<file path="src/rtl/sseg_pkg.sv">
// Shared constants and helpers for the seven-segment scan driver.
package sseg_pkg;

  // All segments dark, in active-low {g,f,e,d,c,b,a} form.
  localparam logic [6:0] SEG_OFF = 7'b1111111;

  // Hex digit to segment table, active-low {g,f,e,d,c,b,a}; entry n at HEX_SEG[n].
  localparam logic [15:0][6:0] HEX_SEG = {
    7'b0001110,  // F
    7'b0000110,  // E
    7'b0100001,  // d
    7'b1000110,  // C
    7'b0000011,  // b
    7'b0001000,  // A
    7'b0010000,  // 9
    7'b0000000,  // 8
    7'b1111000,  // 7
    7'b0000010,  // 6
    7'b0010010,  // 5
    7'b0011001,  // 4
    7'b0110000,  // 3
    7'b0100100,  // 2
    7'b1111001,  // 1
    7'b1000000   // 0
  };

  // Turns a logical "this pin is on" into the pin level for the board polarity.
  function automatic logic apply_polarity(input logic active, input logic active_low);
    return active_low ? ~active : active;
  endfunction

endpackage

</file>
<file path="src/rtl/sseg_hex_encoder.sv">
// Combinational hex nibble to active-low seven-segment pattern.
module sseg_hex_encoder
  import sseg_pkg::*;
(
  input  logic [3:0] nibble_i,
  output logic [6:0] seg_o
);

  assign seg_o = HEX_SEG[nibble_i];

endmodule

</file>
<file path="src/rtl/sseg_scan_driver.sv">
// Time-multiplexed N-digit seven-segment driver: prescaler, digit index,
// per-frame shadow capture, blanking at digit change, registered pin outputs.
module sseg_scan_driver
  import sseg_pkg::*;
#(
  parameter int NUM_DIGITS   = 4,
  parameter int REFRESH_DIV  = 100000,
  parameter int BLANK_CYCLES = 1000,
  parameter int ACTIVE_LOW   = 1
) (
  input  logic                          clk,
  input  logic                          reset,
  input  logic                          enable,
  input  logic [4*NUM_DIGITS-1:0]       digits_in,
  input  logic [NUM_DIGITS-1:0]         dp_in,
  input  logic [NUM_DIGITS-1:0]         blank_in,
  output logic [NUM_DIGITS-1:0]         an,
  output logic [6:0]                    seg,
  output logic                          dp,
  output logic [$clog2(NUM_DIGITS)-1:0] digit_sel,
  output logic                          frame_tick
);

  localparam int CNT_W = $clog2(REFRESH_DIV);
  localparam int IDX_W = $clog2(NUM_DIGITS);

  localparam logic [CNT_W-1:0] CNT_MAX = CNT_W'(REFRESH_DIV - 1);
  localparam logic [CNT_W-1:0] BLANK_C = CNT_W'(BLANK_CYCLES);
  localparam logic [IDX_W-1:0] IDX_MAX = IDX_W'(NUM_DIGITS - 1);

  // Pin levels meaning "off" for the selected polarity.
  localparam logic                  AL      = (ACTIVE_LOW != 0);
  localparam logic [NUM_DIGITS-1:0] AN_RST  = {NUM_DIGITS{AL}};
  localparam logic [6:0]            SEG_RST = AL ? SEG_OFF : ~SEG_OFF;

  logic [CNT_W-1:0]        cnt_q, cnt_d;
  logic [IDX_W-1:0]        idx_q, idx_d;
  logic [4*NUM_DIGITS-1:0] dig_sh_q;
  logic [NUM_DIGITS-1:0]   dp_sh_q, blank_sh_q;
  logic                    frame_start;

  logic [NUM_DIGITS-1:0]   an_q, an_d;
  logic [6:0]              seg_q, seg_d;
  logic                    dp_q, dp_d;
  logic [IDX_W-1:0]        sel_q;
  logic                    tick_q, tick_d;

  logic [3:0]              nib_arr [NUM_DIGITS];
  logic [3:0]              cur_nib;
  logic [6:0]              enc_seg, seg_low;
  logic                    lit;

  // Prescaler and digit index next-state; the index wrap is explicit so any digit count works.
  always_comb begin
    cnt_d = cnt_q;
    idx_d = idx_q;
    if (enable) begin
      if (cnt_q == CNT_MAX) begin
        cnt_d = '0;
        idx_d = (idx_q == IDX_MAX) ? '0 : idx_q + IDX_W'(1);
      end else begin
        cnt_d = cnt_q + CNT_W'(1);
      end
    end
  end

  // Capture happens only at frame start, which always lies inside a blanking interval.
  assign frame_start = enable && (cnt_q == '0) && (idx_q == '0);

  // Scan state and shadow registers.
  always_ff @(posedge clk) begin
    if (reset) begin
      cnt_q      <= '0;
      idx_q      <= '0;
      dig_sh_q   <= '0;
      dp_sh_q    <= '0;
      blank_sh_q <= '0;
    end else begin
      cnt_q <= cnt_d;
      idx_q <= idx_d;
      if (frame_start) begin
        dig_sh_q   <= digits_in;
        dp_sh_q    <= dp_in;
        blank_sh_q <= blank_in;
      end
    end
  end

  for (genvar gi = 0; gi < NUM_DIGITS; gi++) begin : g_nib
    assign nib_arr[gi] = dig_sh_q[4*gi +: 4];
  end

  assign cur_nib = nib_arr[idx_q];

  sseg_hex_encoder u_enc (
    .nibble_i (cur_nib),
    .seg_o    (enc_seg)
  );

  // Current digit may be driven once past the blanking window and not masked.
  assign lit     = enable && (cnt_q >= BLANK_C) && !blank_sh_q[idx_q];
  assign seg_low = lit ? enc_seg : SEG_OFF;
  assign dp_d    = apply_polarity(lit && dp_sh_q[idx_q], AL);
  assign tick_d  = enable && (cnt_q == CNT_MAX) && (idx_q == IDX_MAX);

  for (genvar gi = 0; gi < NUM_DIGITS; gi++) begin : g_an
    assign an_d[gi] = apply_polarity(lit && (idx_q == IDX_W'(gi)), AL);
  end

  for (genvar gi = 0; gi < 7; gi++) begin : g_seg
    assign seg_d[gi] = apply_polarity(~seg_low[gi], AL);
  end

  // Registered pin outputs, one cycle behind the scan state.
  always_ff @(posedge clk) begin
    if (reset) begin
      an_q   <= AN_RST;
      seg_q  <= SEG_RST;
      dp_q   <= AL;
      sel_q  <= '0;
      tick_q <= 1'b0;
    end else begin
      an_q   <= an_d;
      seg_q  <= seg_d;
      dp_q   <= dp_d;
      sel_q  <= idx_q;
      tick_q <= tick_d;
    end
  end

  assign an         = an_q;
  assign seg        = seg_q;
  assign dp         = dp_q;
  assign digit_sel  = sel_q;
  assign frame_tick = tick_q;

endmodule

</file>
<file path="config.mk">
export PLATFORM = sky130hd
export DESIGN_NAME = sseg_scan_driver
export DESIGN_NICKNAME = d
export VERILOG_FILES = /design/src/rtl/sseg_pkg.sv /design/src/rtl/sseg_hex_encoder.sv /design/src/rtl/sseg_scan_driver.sv
export SDC_FILE = /design/constraint.sdc
export NUM_CORES = 1
export LEC_CHECK = 0
export ABC_CLOCK_PERIOD_IN_PS = 2900
export BUFFER_PORTS_ARGS = -buffer_cell sky130_fd_sc_hd__buf_2
export CELL_PAD_IN_SITES_DETAIL_PLACEMENT = 0
export CELL_PAD_IN_SITES_GLOBAL_PLACEMENT = 1
export CORE_ASPECT_RATIO = 1.5
export CORE_UTILIZATION = 40
export CTS_BUF_LIST = sky130_fd_sc_hd__clkbuf_8
export DETAILED_ROUTE_END_ITERATION = 16
export GPL_TIMING_DRIVEN = 0
export MAX_ROUTING_LAYER = met4
export PLACE_DENSITY = 0.87
export SYNTH_ARGS = -nofsm -noshare
export SYNTH_HDL_FRONTEND = slang
export SYNTH_SLANG_ARGS = --single-unit
</file>
<file path="constraint.sdc">
create_clock -name clk -period 2.9 [get_ports clk]
set_input_delay 0.58 -clock clk [delete_from_list [all_inputs] [get_ports clk]]
set_output_delay 0.58 -clock clk [all_outputs]
set_load 0.05 [all_outputs]
</file>
==> results.py, run 1 <==
metrics = {
    "setup_path": {
        "rr_endpoint": "seg[0]",
        "path_class": "reg2reg",
        "rr_startpoint": "idx_q[0]",
        "crit_path_end_kind": "flop",
        "start_kind": "flop",
        "rrSetupSlack_ps": 460,
        "reg2reg_depth": 8,
        "worstPathRequired_ps": 3170,
        "crit_arrival_ps": 2700,
        "critPathMaxFanout": 10,
    },
    "sta": {
        "relSlewSlack_pct": 54.28,
        "hold_viol_final": 0,
        "clock_skew_ps": 5.491,
        "fin_hold_ws_ps": 449.5,
        "rsz0062_at_grt": "false",
        "setup-tns-final_ps": 0,
        "fmax_mhz": 410.6,
        "maxSlewViolCount": 0,
        "setup_violations": 0,
        "period_share_pct": 83.98,
        "fin_crit_ps": 2435,
        "tightest_slew_ps": 666.7,
    },
    "die": {
        "die-area_um2": 6910,
        "die_h_um": 101.3,
        "io_pins": 42,
        "start_util_pct": 42.00,
        "die_x_um": 68.21,
        "rows": 35,
        "coreArea_um2": 6262,
    },
    "cts": {
        "clk_pin_slew_worst_paths_ps": 60,
        "cts.sinks": 58,
        "cts_made_buffers": 9,
        "ctsHoldBuffers": 0,
        "cts_max_path_buffers": 2,
        "htreeDepth": 3,
        "insertion_delay_ps": 340,
        "cts_setup_buffers": 0,
        "cts-resized-gates": 0,
        "cts_tree": "done",
        "clock-root-buffer": "clkbuf_8",
    },
    "route": {
        "via_per_inst": 5.044,
        "post_drt_wl_per_cell_um": 12.41,
        "drc": 0,
        "drt-total-wl_um": 5348,
        "drt_iter0_drc": 116,
        "drtAntennaViolNets": 0,
        "drt_pass1_iterations": 4,
        "vias": 2174,
    },
    "logic_synthesis": {
        "ys_warn_count": 0,
        "syn-instance-count": 301,
        "synthDistinctLibCells": 36,
        "syn-cell-area_um2": 2630,
        "ys_ff_latch": 58,
        "synth_ff_type": "dfxtp_1",
        "avgSynthCellArea_um2": 8.738,
        "yosysSeqAreaShare_pct": 44.15,
        "async_reset_ff_share_pct": 0,
        "syn_nets": 340,
        "synth-edff-count": 0,
    },
    "power_and_ir_drop": {
        "peakVddDrop_v": 0.0003114,
        "p_leak_nw": 1.256,
        "p_comb_share_pct": 9.6,
        "power_density_nw_per_um2": 556.5,
        "p_sw_share_pct": 23.50,
        "seqPwrFrac_pct": 48.5,
        "p_switching_uw": 408.1,
        "p_int_mw": 1.328,
        "clockPowerShare_pct": 42.0,
    },
    "cells_and_area": {
        "layout_common_cells": "67 x nand2_1, 58 x dfxtp_1, 44 x buf_2",
        "diodes": 0,
        "syn2layout_area_growth_pct": 18.65,
        "utilization_pct": 49.83,
        "layout_commonest_cell": "nand2_1",
        "drive_gt1_share_pct": 19.33,
        "final_nets": 391,
        "stdcell_area_um2": 3120,
    },
    "global_route": {
        "grt_remaining_overflow": 0,
        "antenna_found_initial": 0,
        "grt_pass1_vias": 1969,
        "grt_max_degree": 11,
        "grt_util_all_layers_pct": 18.25,
        "grt_pass1_wl_um": 8949,
    },
    "hold_path": {
        "whs_path_depth": 2,
        "whs_endpoint": "blank_sh_q[0]",
        "min_path_type": "reg2reg",
        "min_from": "blank_sh_q[0]",
    },
    "placed_design": {
        "dp_hpwl_um": 3992,
        "place_area_um2": 2923,
        "io_buffers": 40,
        "finalWeightedCongestion": 0.7950,
    },
    "job": {
        "cap_violations": 0,
    },
    "run_status": {
        "status": "completed",
    },
}
## through the flow
step | power [mW] | cells | setup WS (ps)
after CTS | 1.759 | 431 | 401.6
after floorplan | 0.9746 | 301 | 820.5
after global placement | 1.024 | 415 | 483.4
final | 1.737 | 431 | 464.7
after detailed placement | 1.027 | 415 | 410.9
after global routing | 1.815 | 431 | 219.4
## per-layer routing
| layer | track usage (%) | vias up | part of all wire (%) |
|---|---|---|---|
| met5 | - | - | 0 |
| met4 | 10.10 | 0 | 2.2 |
| met3 | 4.730 | 8 | 3.7 |
| met2 | 28.81 | 43 | 49 |
| met1 | 20.40 | 1003 | 45 |
| li1 | - | 1120 | - |
## cell usage after synthesis, types with 2 or more instances
| master | n | share of area [%] |
|---|---|---|
| a21oi_1 | 29 | 5.5 |
| a221o_1 | 2 | 0.76 |
| and2_1 | 3 | 0.71 |
| and3_1 | 3 | 0.71 |
| and4_1 | 4 | 1.3 |
| buf_2 | 4 | 0.76 |
| buf_4 | 3 | 0.86 |
| clkbuf_1 | 10 | 1.4 |
| dfxtp_1 | 58 | 44 |
| ha_1 | 12 | 5.7 |
| inv_1 | 8 | 1.1 |
| mux2i_1 | 9 | 3.4 |
| mux4_2 | 4 | 3.4 |
| nand2_1 | 67 | 9.6 |
| nand2b_1 | 2 | 0.48 |
| nand3_1 | 6 | 1.1 |
| nand4_1 | 7 | 1.7 |
| nor2_1 | 26 | 3.7 |
| nor3_1 | 5 | 0.95 |
| o211ai_1 | 2 | 0.57 |
| o21ai_0 | 5 | 0.95 |
| o221ai_1 | 2 | 0.67 |
| xnor2_1 | 5 | 1.7 |
| xor2_1 | 13 | 4.3 |
## how the worst max path moves through the flow
| stage | endpoint | start | slack [ps] |
|---|---|---|---|
| after floorplan | seg[0] | idx_q[0] | 820 |
| after global placement | seg[1] | idx_q[1] | 480 |
| after detailed placement | seg[1] | idx_q[1] | 410 |
| after CTS | seg[1] | idx_q[1] | 400 |
| after global routing | seg[0] | idx_q[0] | 220 |
| final | seg[0] | idx_q[0] | 460 |
## critical path: stages (launching register included)
cell and delay [ps]:
dfxtp_1 460, buf_2 330, mux4_2 600, inv_1 170, ha_1 250, nor3_1 80, a211oi_1 230, a21oi_1 70
o21ai_0 160
## registers in the layout (all words and copies together) (netlist names)
name / flops
an: 4
frame_tick: 1
digit_sel: 2
seg: 7
blank_sh_q: 4
idx_q: 2
dig_sh_q: 16
dp_sh_q: 4
dp: 1
cnt_q: 17
## logic make-up after synthesis
kind of cell | count (synthesis) | synth area share, %
adders and majority gates | 12 | 5.709
DFF | 58 | 44.15
muxes | 14 | 7.279
and+or+nand+nor | 130 | 22.84
buffers and inverters | 26 | 4.615
AOI/OAI and AO/OA | 43 | 9.420
xor gates and xnor gates | 18 | 5.994
## power by group through the flow
stage / sequential, mW / combinational [mW] / clock [mW]
finish: 0.842 / 0.166 / 0.729
global route: 0.845 / 0.193 / 0.777
CTS: 0.842 / 0.169 / 0.748
detailed placement: 0.859 / 0.168 / 0
global placement: 0.858 / 0.166 / 0
floorplan: 0.854 / 0.120 / 0
## area by class of cell
class                           instances  area, µm²
Inverter                                8      30.03
Clock buffer                           11      151.4
Sequential cell                        58       1161
Clock inverter                          5      46.29
Timing Repair Buffer                   40      200.2
Buffer                                 18      91.34
Tap cell                               74      92.59
Multi-Input combinational cell        217       1348
Fill cell                             630       3142
No activity file was read; power rests on OpenSTA's default activity.
==> run 2: changes to the inputs <==
--- a/config.mk
+++ b/config.mk
@@ -5,7 +5,8 @@
 export SDC_FILE = /design/constraint.sdc
 export NUM_CORES = 1
 export LEC_CHECK = 0
-export ABC_CLOCK_PERIOD_IN_PS = 2900
+export ABC_AREA = 1
+export ABC_CLOCK_PERIOD_IN_PS = 2400
 export BUFFER_PORTS_ARGS = -buffer_cell sky130_fd_sc_hd__buf_2
 export CELL_PAD_IN_SITES_DETAIL_PLACEMENT = 0
 export CELL_PAD_IN_SITES_GLOBAL_PLACEMENT = 1
@@ -15,7 +16,7 @@
 export DETAILED_ROUTE_END_ITERATION = 16
 export GPL_TIMING_DRIVEN = 0
 export MAX_ROUTING_LAYER = met4
-export PLACE_DENSITY = 0.87
+export PLACE_DENSITY = 0.89
 export SYNTH_ARGS = -nofsm -noshare
 export SYNTH_HDL_FRONTEND = slang
 export SYNTH_SLANG_ARGS = --single-unit
==> constraint.sdc (replaced) <==
create_clock -name clk -period 2.4 [get_ports clk]
set_input_delay 0.48 -clock clk [delete_from_list [all_inputs] [get_ports clk]]
set_output_delay 0.48 -clock clk [all_outputs]
set_load 0.05 [all_outputs]
==> run 2 against run 1 <==
- clock skew grew 2.4 ps
- flip-flop and latch count did not move
- first-iteration DRC count grew 34%
- clock-buffer cell count decreased by 1
- via count up 34%
- wire length is 35% higher
- die area increased by 16%
- synthesized cell count rose by 51%
- hold slack got worse by 43 ps
- largest power group unchanged
- power rose by 27%
- cell count grew 42%
==> results.py, run 2 <==
metrics = {
    "logic_synthesis": {
        "ys_ff_latch": 58,
        "synth_top_cells_by_count": "116 x nand2_1, 66 x nor2_1, 61 x nand3_1",
        "synthMostInstantiatedCell": "nand2_1",
        "ys_warn_count": 0,
        "synth_area_leader_cell": "dfxtp_1",
        "synth_area_leaders": "dfxtp_1 38%, nand2_1 14%, nand3_1 10%, nor2_1 8.1%, inv_1 6.5%",
        "synth-edff-count": 0,
        "syn_nets": 495,
        "syn-cell-area_um2": 3062,
        "async_reset_ff_share_pct": 0,
        "synthDistinctLibCells": 26,
        "syn-instance-count": 456,
        "synth_ff_type": "dfxtp_1",
        "avgSynthCellArea_um2": 6.714,
        "yosysSeqAreaShare_pct": 37.92,
        "synth_top_area_share_pct": 37.92,
    },
    "cells_and_area": {
        "fin_cells": 612,
        "utilization_pct": 48.92,
        "drive_gt1_share_pct": 16.41,
        "layout_commonest_cell": "nand2_1",
        "diodes": 0,
        "layout_common_cells": "116 x nand2_1, 66 x nor2_1, 61 x nand3_1",
        "regMostFlops": "cnt_q",
        "final_nets": 546,
        "syn2layout_area_growth_pct": 17.00,
        "largest_reg_flops": 17,
        "n_fill_cell": 806,
    },
    "setup_path": {
        "critPathMaxFanout": 11,
        "crit_arrival_ps": 2180,
        "rr_startpoint": "idx_q[0]",
        "reg2reg_depth": 11,
        "slowest_delay_ps": 490,
        "crit_path_end_kind": "flop",
        "path_common_cell": "nand3_1",
        "path_class": "reg2reg",
        "crit_path_cell_trace": "inv_2 > buf_6 > nand2_1 > nand3_1 > nand2_1 > inv_1 > ha_1 > inv_1 > nand3_1 > nand3_1 > nand3_1",
        "worstPathRequired_ps": 2630,
        "rrSetupSlack_ps": 440,
        "start_kind": "flop",
        "worst_path_max_delay_cell": "dfxtp_1",
        "rr_endpoint": "seg[0]",
    },
    "die": {
        "start_util_pct": 41.81,
        "rows": 38,
        "coreArea_um2": 7322,
        "die_h_um": 109.2,
        "die-area_um2": 8015,
        "io_pins": 42,
        "die_x_um": 73.44,
    },
    "cts": {
        "clk_pin_slew_worst_paths_ps": 70,
        "cts.sinks": 58,
        "ctsHoldBuffers": 0,
        "insertion_delay_ps": 340,
        "cts_max_path_buffers": 2,
        "cts_tree": "done",
        "cts-resized-gates": 0,
        "htreeDepth": 3,
        "cts_made_buffers": 9,
        "clock-root-buffer": "clkbuf_8",
        "cts_setup_buffers": 0,
    },
    "placed_design": {
        "placedCellCount": 596,
        "dp_slack_ps": 449.8,
        "dp_hpwl_um": 5491,
        "io_buffers": 40,
        "finalWeightedCongestion": 0.8865,
    },
    "power_and_ir_drop": {
        "power_density_nw_per_um2": 617.7,
        "p_leak_nw": 1.709,
        "peakVddDrop_v": 0.0003026,
    },
    "sta": {
        "clock_skew_ps": 7.854,
        "rsz0062_at_grt": "false",
        "fmax_mhz": 511.0,
        "period_share_pct": 81.54,
        "fin_hold_ws_ps": 406.7,
        "hold_viol_final": 0,
        "relSlewSlack_pct": 63.70,
        "setup-tns-final_ps": 0,
        "fin_crit_ps": 1957,
        "finalWorstSetupSlack_ps": 442.9,
        "maxSlewViolCount": 0,
        "tightest_slew_ps": 544.6,
        "setup_violations": 0,
    },
    "route": {
        "drt-total-wl_um": 7224,
        "drtAntennaViolNets": 0,
        "drc": 0,
        "drt_iter0_drc": 156,
        "vias": 2903,
        "post_drt_wl_per_cell_um": 11.80,
        "drt_pass1_iterations": 4,
        "via_per_inst": 4.743,
    },
    "run_status": {
        "status": "completed",
    },
    "job": {
        "cap_violations": 0,
    },
    "global_route": {
        "antenna_found_initial": 0,
        "grt_pass1_vias": 2609,
        "grt_pass1_wl_um": 11690,
        "grt_remaining_overflow": 0,
        "grt_util_all_layers_pct": 19.92,
        "grt_max_degree": 12,
    },
    "hold_path": {
        "whs_path_depth": 2,
        "min_path_type": "in2reg",
        "min_from": "reset",
        "whs_endpoint": "frame_tick",
    },
}
## run 2: cell count changes after synthesis, sizes merged, moves of 7 or more
| cell | previous run | this run |
|---|---|---|
| clkbuf | 10 | 3 |
| inv | 8 | 57 |
| mux2i | 9 | 0 |
| nand2 | 67 | 118 |
| nand3 | 6 | 64 |
| nor2 | 26 | 69 |
| xor2 | 13 | 5 |
## run 2: layer usage
layer / wire length, µm / part of all wire (%) / GRT usage, %
met1: 3029 / 42 / 21.34
met5: 0 / 0 / -
met2: 3722 / 52 / 34.26
met3: 286 / 4.0 / 6.100
met4: 186 / 2.6 / 7.280
## run 2: final cells by class
cell class	count	area [µm²]	share of cell area, %
Sequential cell	58	1161	32.41
Tap cell	100	125.1	3.493
Multi-Input combinational cell	323	1550	43.28
Buffer	17	132.6	3.702
Inverter	58	217.7	6.078
Timing Repair Buffer	40	200.2	5.589
Clock inverter	6	57.56	1.607
Clock buffer	10	137.6	3.842
## run 2: cells by family after synthesis
family	count (synthesis)	share of synthesized area [%]
AO/OA/AOI/OAI	36	6.089
XOR/XNOR	6	1.716
adder cells (fa/ha/maj)	12	4.904
buffers and inverters	75	11.44
flip-flops	58	37.92
AND/OR/NAND/NOR	269	37.92
## run 2: power by group
group	leakage, nW	internal (mW)	switching, mW	total (mW)
logic	1.13	0.115	0.168	0.283
clock network	0.107	0.499	0.386	0.886
registers	0.473	1.01	0.0318	1.04
total	1.71	1.63	0.586	2.21
## run 2: how the worst max path moves through the flow
stage | from | depth (start not counted) | endpoint | slack [ps]
3_3_place_gp | idx_q[0] | 11 | seg[0] | 450
5_1_grt | idx_q[0] | 11 | seg[0] | 250
2_1_floorplan | idx_q[0] | 11 | seg[0] | 790
3_5_place_dp | idx_q[0] | 11 | seg[0] | 450
6_report | idx_q[0] | 11 | seg[0] | 440
4_1_cts | idx_q[0] | 11 | seg[0] | 440
## run 2: through the flow
step | instance area, µm² | power [mW]
final | 3582 | 2.213
after global routing | 3582 | 2.328
after CTS | 3582 | 2.235
after detailed placement | 3387 | 1.349
after global placement | 3387 | 1.343
after floorplan | 3062 | 1.269
## run 2: critical path: cells and delay by family, from the launching register on
family	cells	cell delay (ps)
adders and majority gates	1	240
buffers and inverters	4	500
DFF	1	490
and+or+nand+nor	6	620
==> run 3: changes to the inputs <==
--- a/config.mk
+++ b/config.mk
@@ -5,18 +5,18 @@
 export SDC_FILE = /design/constraint.sdc
 export NUM_CORES = 1
 export LEC_CHECK = 0
-export ABC_AREA = 1
-export ABC_CLOCK_PERIOD_IN_PS = 2400
+export ABC_AREA = 0
+export ABC_CLOCK_PERIOD_IN_PS = 1670
 export BUFFER_PORTS_ARGS = -buffer_cell sky130_fd_sc_hd__buf_2
 export CELL_PAD_IN_SITES_DETAIL_PLACEMENT = 0
 export CELL_PAD_IN_SITES_GLOBAL_PLACEMENT = 1
 export CORE_ASPECT_RATIO = 1.5
-export CORE_UTILIZATION = 40
+export CORE_UTILIZATION = 39
 export CTS_BUF_LIST = sky130_fd_sc_hd__clkbuf_8
 export DETAILED_ROUTE_END_ITERATION = 16
 export GPL_TIMING_DRIVEN = 0
 export MAX_ROUTING_LAYER = met4
-export PLACE_DENSITY = 0.89
+export PLACE_DENSITY = 0.88
 export SYNTH_ARGS = -nofsm -noshare
 export SYNTH_HDL_FRONTEND = slang
 export SYNTH_SLANG_ARGS = --single-unit
==> constraint.sdc (replaced) <==
create_clock -name clk -period 1.67 [get_ports clk]
set_input_delay 0.334 -clock clk [delete_from_list [all_inputs] [get_ports clk]]
set_output_delay 0.334 -clock clk [all_outputs]
set_load 0.05 [all_outputs]
==> run 3 against run 2 <==
- the flow now finishes with violations (setup timing)
- setup slack got worse by 750 ps
- non-clock buffer count rose by 39
- register-to-register slack worse by 750 ps
- die area down 12%
- largest cell class unchanged
==> results.py, run 3 (same netlist as run 1, synthesis figures left out) <==
metrics = {
    "setup_path": {
        "worstPathRequired_ps": 1890,
        "critPathMaxFanout": 8,
        "crit_arrival_ps": 2200,
        "path_class": "reg2reg",
        "reg2reg_depth": 8,
        "start_kind": "flop",
        "crit_path_end_kind": "flop",
        "rr_startpoint": "idx_q[0]",
        "rrSetupSlack_ps": -310,
        "rr_endpoint": "seg[5]",
    },
    "cells_and_area": {
        "largest_reg_flops": 17,
        "drive_gt1_share_pct": 52.03,
        "regMostFlops": "cnt_q",
        "seq_area_um2": 1176,
        "multi_input_area_um2": 1829,
        "n_fill_cell": 532,
        "layout_commonest_cell": "dfxtp_1",
        "final_nets": 429,
        "utilization_pct": 63.12,
        "diodes": 0,
        "fin_cells": 470,
        "layout_common_cells": "50 x dfxtp_1, 40 x buf_2, 31 x nand2_1",
        "syn2layout_area_growth_pct": 55.66,
    },
    "die": {
        "die-area_um2": 7083,
        "io_pins": 42,
        "coreArea_um2": 6486,
        "start_util_pct": 40.55,
        "die_x_um": 69.05,
        "rows": 36,
        "die_h_um": 102.6,
    },
    "sta": {
        "hold_viol_final": 0,
        "maxSlewViolCount": 0,
        "relSlewSlack_pct": 53.98,
        "fmax_mhz": 506.1,
        "fin_crit_ps": 1976,
        "setup_violations": 53,
        "finalWorstSetupSlack_ps": -306.0,
        "tightest_slew_ps": 690.3,
        "clock_skew_ps": 12.09,
        "period_share_pct": 118.3,
        "rsz0062_at_grt": "true",
        "setup-tns-final_ps": -9991,
    },
    "global_route": {
        "grt_util_all_layers_pct": 21.29,
        "grt_remaining_overflow": 0,
        "grt_max_degree": 11,
        "antenna_found_initial": 0,
        "grt_pass1_vias": 2365,
        "grt_pass1_wl_um": 11270,
    },
    "cts": {
        "insertion_delay_ps": 340,
        "clock-root-buffer": "clkbuf_8",
        "cts.sinks": 58,
        "cts_max_path_buffers": 2,
        "cts_made_buffers": 9,
        "cts_tree": "done",
        "htreeDepth": 3,
        "clk_pin_slew_worst_paths_ps": 70,
        "ctsHoldBuffers": 0,
    },
    "placed_design": {
        "io_buffers": 40,
        "placedCellCount": 417,
        "dp_hpwl_um": 4273,
        "finalWeightedCongestion": 0.8072,
    },
    "hold_path": {
        "whs_path_depth": 3,
        "min_from": "blank_in[3]",
        "min_path_type": "in2reg",
        "whs_endpoint": "blank_sh_q[3]",
    },
    "power_and_ir_drop": {
        "power_density_nw_per_um2": 793.2,
        "p_leak_nw": 1.693,
        "peakVddDrop_v": 0.0006361,
    },
    "route": {
        "drt_iter0_drc": 132,
        "drt-total-wl_um": 7542,
        "post_drt_wl_per_cell_um": 16.05,
        "drtAntennaViolNets": 0,
        "dr_wl_met2_um": 4174,
        "vias": 2489,
        "drc": 0,
        "dr.max_layer_used": "met4",
        "m1WireLength_um": 2851,
        "detailroute.wirelength.met3_um": 281,
        "drt_pass1_iterations": 4,
        "via_per_inst": 5.296,
    },
    "run_status": {
        "status": "complete, but fails checks",
        "violations": "setup timing",
    },
    "job": {
        "cap_violations": 0,
    },
}
[run 3: changes by cell type in the layout (fill, tap and decap cells not counted), sizes merged, moves of 6 or more]
cell    before  now
xor2         5   13
buf         54   88
mux2i        0    9
inv         58    9
nand2      118   67
nor2        69   26
clkbuf      13   19
nand3       64    6
[run 3: critical path: stages (launching register included)]
cell	delay (ps)
dfxtp_4	370
buf_12	130
buf_4	120
buf_6	100
mux2i_4	290
mux2i_1	150
buf_4	190
and2_4	160
a221o_1	340
[run 3: timing repair]
action,in CTS,in global routing
gates resized for setup,81,63
endpoints found under the setup margin,55,55
pin swaps,29,16
cloned,5,0
buffers inserted,24,15
[run 3: layer usage]
| layer | vias to the layer above | GRT usage (%) |
|---|---|---|
| met5 | - | - |
| met4 | 0 | 11.62 |
| li1 | 1202 | - |
| met2 | 78 | 37.04 |
| met1 | 1189 | 22.07 |
| met3 | 20 | 5.474 |
[run 3: final cells by class]
cell class,instances,share of cell area [%]
well taps,76,2.323
clock buffers,11,3.698
clock inverters,4,0.4890
inverters,8,0.9474
repair buffers,79,14.61
flip-flops and latches,58,28.73
multi-input cells,217,44.68
plain buffers,17,4.523
[run 3: worst max path at each step]
stage	from	endpoint	slack [ps]	cells after the start
2_1_floorplan	idx_q[0]	seg[6]	-160	6
3_3_place_gp	cnt_q[11]	dig_sh_q[12]	-360	6
3_5_place_dp	cnt_q[11]	dig_sh_q[7]	-390	6
4_1_cts	cnt_q[11]	blank_sh_q[3]	-280	8
5_1_grt	idx_q[0]	seg[0]	-370	8
6_report	idx_q[0]	seg[5]	-310	8
[run 3: power breakdown]
part / total [mW] / internal, mW / leakage [nW] / switching, mW
Clock: 1.14 / 0.597 / 0.0938 / 0.539
Sequential: 1.49 / 1.43 / 0.476 / 0.0577
Combinational: 0.624 / 0.314 / 1.12 / 0.310
[run 3: through the flow]
stage                     worst slack [ps]  total power [mW]  hold slack (ps)  instance area (µm²)
after floorplan                     -162.8             1.733            428.7                 2765
after global placement              -355.1             1.821            437.1                 3060
after detailed placement            -388.5             1.830            444.2                 3060
after CTS                           -281.9             3.137            219.3                 3790
after global routing                -370.0             3.396            222.0                 4094
final                               -306.0             3.247            227.7                 4094
